<file path="src/rtl/pc_sequencer.sv">
// pc_sequencer: program counter sequencer (boot, +4, branch, jump, interrupt, eret).
// Define PC_SEQ_DELAY_SLOT_EN to give branches and jumps one delay slot.
module pc_sequencer #(
  parameter int               WIDTH     = 32,
  parameter logic [WIDTH-1:0] BOOT0_VEC = 0,
  parameter logic [WIDTH-1:0] BOOT1_VEC = 15,
  parameter logic [WIDTH-1:0] BOOT2_VEC = 25,
  parameter logic [WIDTH-1:0] IRQ_VEC   = 'h80
) (
  input  logic             clock,
  input  logic             reset,
  input  logic [1:0]       boot_sel,
  input  logic             stall,
  input  logic             branch_taken,
  input  logic [WIDTH-1:0] branch_target,
  input  logic             jump,
  input  logic [WIDTH-1:0] jump_target,
  input  logic             interrupt,
  input  logic             eret,
  output logic [WIDTH-1:0] pc,
  output logic             pc_valid,
  output logic [WIDTH-1:0] epc,
  output logic             irq_ack,
  output logic             in_handler
);
  typedef enum logic [1:0] {S_BOOT, S_RUN, S_HANDLER} state_t;
  state_t           r_state;
  logic [WIDTH-1:0] r_pc, r_epc;
  logic             r_pc_valid, r_irq_ack, r_irq_pending, r_int_prev;
  logic [WIDTH-1:0] w_seq, w_tgt, w_npc, w_boot_vec;
  logic             w_redir, w_edge, w_slot, w_take;
  assign w_seq      = r_pc + WIDTH'(4);
  assign w_redir    = jump | branch_taken;
  assign w_tgt      = jump ? {jump_target[WIDTH-1:2], 2'b00} : {branch_target[WIDTH-1:2], 2'b00};
  assign w_npc      = w_redir ? w_tgt : w_seq;
  assign w_edge     = interrupt & ~r_int_prev;
  assign w_boot_vec = boot_sel == 2'b01 ? BOOT1_VEC : boot_sel == 2'b11 ? BOOT2_VEC : BOOT0_VEC;
`ifdef PC_SEQ_DELAY_SLOT_EN
  logic             r_rp;
  logic [WIDTH-1:0] r_ra;
  assign w_slot = r_rp;
`else
  assign w_slot = 1'b0;
`endif
  assign w_take = r_state == S_RUN && !stall && r_irq_pending && !w_slot;
  // A fresh edge coinciding with the take is dropped: the take wins the pending bit.
  always_ff @(posedge clock or negedge reset) begin
    if (!reset) begin
      r_state       <= S_BOOT;
      r_pc          <= '0;
      r_epc         <= '0;
      r_pc_valid    <= 1'b0;
      r_irq_ack     <= 1'b0;
      r_irq_pending <= 1'b0;
      r_int_prev    <= 1'b0;
`ifdef PC_SEQ_DELAY_SLOT_EN
      r_rp          <= 1'b0;
      r_ra          <= '0;
`endif
    end else begin
      r_int_prev <= interrupt;
      r_irq_ack  <= w_take;
      if (w_take) r_irq_pending <= 1'b0;
      else if (w_edge && r_state != S_BOOT) r_irq_pending <= 1'b1;
      if (r_state == S_BOOT) begin
        r_pc       <= w_boot_vec;
        r_pc_valid <= 1'b1;
        r_state    <= S_RUN;
      end else if (!stall) begin
`ifdef PC_SEQ_DELAY_SLOT_EN
        if (r_rp) begin
          r_pc <= r_ra;
          r_rp <= 1'b0;
        end else
`endif
        if (w_take) begin
          r_epc   <= w_npc;
          r_pc    <= IRQ_VEC;
          r_state <= S_HANDLER;
        end else if (r_state == S_HANDLER && eret) begin
          r_pc    <= r_epc;
          r_state <= S_RUN;
        end else begin
`ifdef PC_SEQ_DELAY_SLOT_EN
          if (w_redir) begin
            r_rp <= 1'b1;
            r_ra <= w_tgt;
          end
          r_pc <= w_seq;
`else
          r_pc <= w_npc;
`endif
        end
      end
    end
  end
  assign pc         = r_pc;
  assign pc_valid   = r_pc_valid;
  assign epc        = r_epc;
  assign irq_ack    = r_irq_ack;
  assign in_handler = r_state == S_HANDLER;
endmodule

</file>
<file path="config.mk">
export PLATFORM = sky130hd
export DESIGN_NAME = pc_sequencer
export DESIGN_NICKNAME = d
export VERILOG_FILES = /design/src/rtl/pc_sequencer.sv
export SDC_FILE = /design/constraint.sdc
export NUM_CORES = 1
export LEC_CHECK = 0
export ABC_AREA = 1
export CAP_MARGIN = 0
export CORE_UTILIZATION = 30
export CTS_CLUSTER_SIZE = 20
export DETAILED_ROUTE_END_ITERATION = 8
export GPL_ROUTABILITY_DRIVEN = 1
export GPL_TIMING_DRIVEN = 1
export PLACE_DENSITY = 0.63
export SLEW_MARGIN = 20
export SYNTH_ARGS = -nofsm -noshare
export SYNTH_HDL_FRONTEND = slang
export SYNTH_SLANG_ARGS = --single-unit
</file>
<file path="constraint.sdc">
create_clock -name clock -period 4.6 [get_ports clock]
set_clock_uncertainty 0.2 [all_clocks]
set_input_delay 0.69 -clock clock [delete_from_list [all_inputs] [get_ports clock]]
set_output_delay 0.69 -clock clock [all_outputs]
set_load 0.1 [all_outputs]
</file>
==> run summary <==
CP Capture Type: output pin
Crit path DAT: 2130 ps
H-tree lvl count: 3
Most numerous cell in the Yosys netlist: nand2_1
Initial Utilization: 0.310
Comb pwr share: 0.638
Final setup vio count: 0
Die area: 0.0149 mm²
Hold Vio Cnt, Final: 0
Crit path kind: reg -> out
Detail Placement HPWL: 10.1 mm
Final Wtd Congestion: 0.867
RSZ-0062 raised after global routing: no
Hold WC Path Type: in -> async
Area growth, synth to finish: 40.6%
Final period util: 0.656
CP delay by family, top: buffers and inverters
Type of origin of the critical path: flop
Clock sink count: 70
Crit-path max FO: 3
Internal power: 2020 µW
Nets: 822
Overflow after GRT: 0
Core box area: 0.0140 mm²
Worst-path clk slew: 60 ps
Ys flop type: dfrtp_1
Drt first-iter violations: 262
Switching Fraction: 0.606
Post-synth EDFFs: 0
Residual DRC count: 0
Crit-path max cell delay: 1160 ps
I/O pin count: 140
DRT Pass-1 Iters: 5
PortBufs: 135
First-pass GRT wire length: 21.9 mm
Hold WS: 270 ps
Synth cell types: 37
Register area share after synthesis: 0.404
Dpl ws: 1220 ps
Post-CTS Resized: 0
Seq pwr share: 0.232
ANT cells: 0
Die Wd: 122 µm
Period minus WS final: 3020 ps
RR Endpoint: epc[31]
Routed WL per cell: 14.8 µm
Hold-fix buffers, CTS: 0
Worst slew pin tran: 1020 ps
NetSw: 3110 µW
R2R Path Start: r_state[0]
Gate Count Post-Synth: 621
Clk pwr share: 0.130
Worst slew margin relative to its limit: 0.320
Worst reg2reg path depth: 5
DRT Wirelength: 13.8 mm
Async set-reset flop share out of synthesis: 1.00
Synth area leaders: dfrtp_1 (40%), nand2_1 (17%), nor2_1 (8.7%)
Max Freq: 0.332 GHz
CTS Buf Count: 9
Flop2flop setup slack: 2230 ps
Layout cell share with drive strength beyond 1: 0.0637
Slowest cell on crit path: clkdlybuf4s50_1
Synth area leader: dfrtp_1
Status: completed
Max-cap violations: 0
CP bufs+invs: 2
Largest net degree at the start of global routing: 50
Synth top area share: 0.404
Worst-path cell chain: inv_1, nor2_1, clkdlybuf4s50_1
Post-CTS Setup Bufs: 0
Worst-Skew Late Latency: 340 ps
Initial antenna violation count: 0
GRT Total Usage: 0.194
Vias per cell: 4.78
ANT nets after route: 0
Register bit total from synthesis: 70
Synthesized cell area: 0.00434 mm²
Std cell rows: 43
Setup tns final: 0 ps
Root buffer cell: clkbuf_16
Pwr Density: 842 mW/mm²
Max VDD drop: 0.385 mV
LEAKAGE: 0.00263 µW
YS warnings: 0
Vias in the first global route: 4,066
PnR worst setup slack: 1580 ps
Pins Over Slew Limit: 0
Mean instance size in the synthesized netlist: 6.99 µm²
CTS max path bufs: 2
Most frequent cells after synthesis: nand2_1 (193), nor2_1 (101), dfrtp_1 (70)
Syn Nets: 695
Die Y: 122 µm
CTS tree: built
Final core occ: 0.436
Critical path required time: 3710 ps
DR vias: 4,458
[area by class of cell]
| cell class | instances | area [µm²] |
|---|---|---|
| clock buffers | 13 | 260 |
| clock inverters | 3 | 18.8 |
| fillers | 1455 | 7890 |
| inverters | 47 | 176 |
| multi-input cells | 480 | 2280 |
| flip-flops and latches | 70 | 1750 |
| well taps | 180 | 225 |
| repair buffers | 140 | 1380 |
[placed cells by master, fill, tap and decap left out, drive strengths merged]
master | synthesis | layout
xor2 | 1 | 1
nand3 | 53 | 53
buf | 15 | 6
and2 | 1 | 1
nand4 | 1 | 1
a221oi | 1 | 1
a21o | 1 | 1
o21ai | 35 | 35
o22ai | 1 | 1
o221ai | 3 | 3
inv | 45 | 45
dfrtp | 70 | 70
a22oi | 23 | 23
xnor2 | 1 | 1
o21bai | 5 | 5
a21oi | 14 | 14
or2 | 1 | 1
a31oi | 17 | 17
nand3b | 1 | 1
a32o | 1 | 1
ha | 1 | 1
nor2 | 113 | 113
o22a | 2 | 2
nand2 | 199 | 199
clkbuf | 9 | 13
clkdlybuf4s50 | 0 | 134
o211ai | 4 | 4
clkinv | 2 | 5
a211oi | 1 | 1
[through the flow]
stage,instances,total power [µW],area [µm²]
5_1_grt,933,5380,6100
3_3_place_gp,917,4480,5820
3_5_place_dp,917,4490,5820
4_1_cts,933,5160,6100
6_report,933,5140,6100
2_1_floorplan,621,3650,4340
[cells by family (layout without fill, tap and decap cells)]
kind of cell / count (synthesis) / in the layout / synth area share
AOI/OAI and AO/OA: 108 / 108 / 0.158
xor gates and xnor gates: 2 / 2 / 0.00404
adders and majority gates: 1 / 1 / 0.00288
buffers and inverters: 71 / 203 / 0.0707
DFF: 70 / 70 / 0.404
and+or+nand+nor: 369 / 369 / 0.360
[routing by layer]
layer | vias up | global-route usage | routed length, µm
met4 | 0 | 0.0694 | 193
met1 | 2026 | 0.275 | 6740
li1 | 2309 | - | -
met5 | - | 0 | 0
met3 | 14 | 0.0325 | 710
met2 | 109 | 0.296 | 6140
[flip-flops by register name, indices dropped and copies added, names as in the netlist]
register / flops
epc: 32
pc: 32
r_state: 2
irq_ack: 1
pc_valid: 1
r_int_prev: 1
r_irq_pending: 1
[power groups by stage]
stage	registers (µW)	logic [µW]	clock network (µW)
after floorplan	2950	702	0
after global placement	1200	3280	0
after detailed placement	1200	3290	0
after CTS	1200	3300	667
after global routing	1240	3440	697
final	1190	3280	666
[worst register-to-register path: stages (launching register included)]
cell      delay, ps
dfrtp_1         420
nand4_4         250
clkinv_1        680
buf_4           490
nor2_1          150
a31oi_1          50
[worst max-delay path by stage]
stage	endpoint	start	cells past startpoint	slack, ps
after floorplan	pc[11]	r_state[0]	6	1620
after global placement	epc[2]	stall	7	1220
after detailed placement	pc[5]	jump	10	1220
after CTS	pc[5]	jump	10	1560
after global routing	epc[14]	stall	7	1350
final	in_handler	r_state[1]	3	1580
No activity file was read; power rests on OpenSTA's default activity.
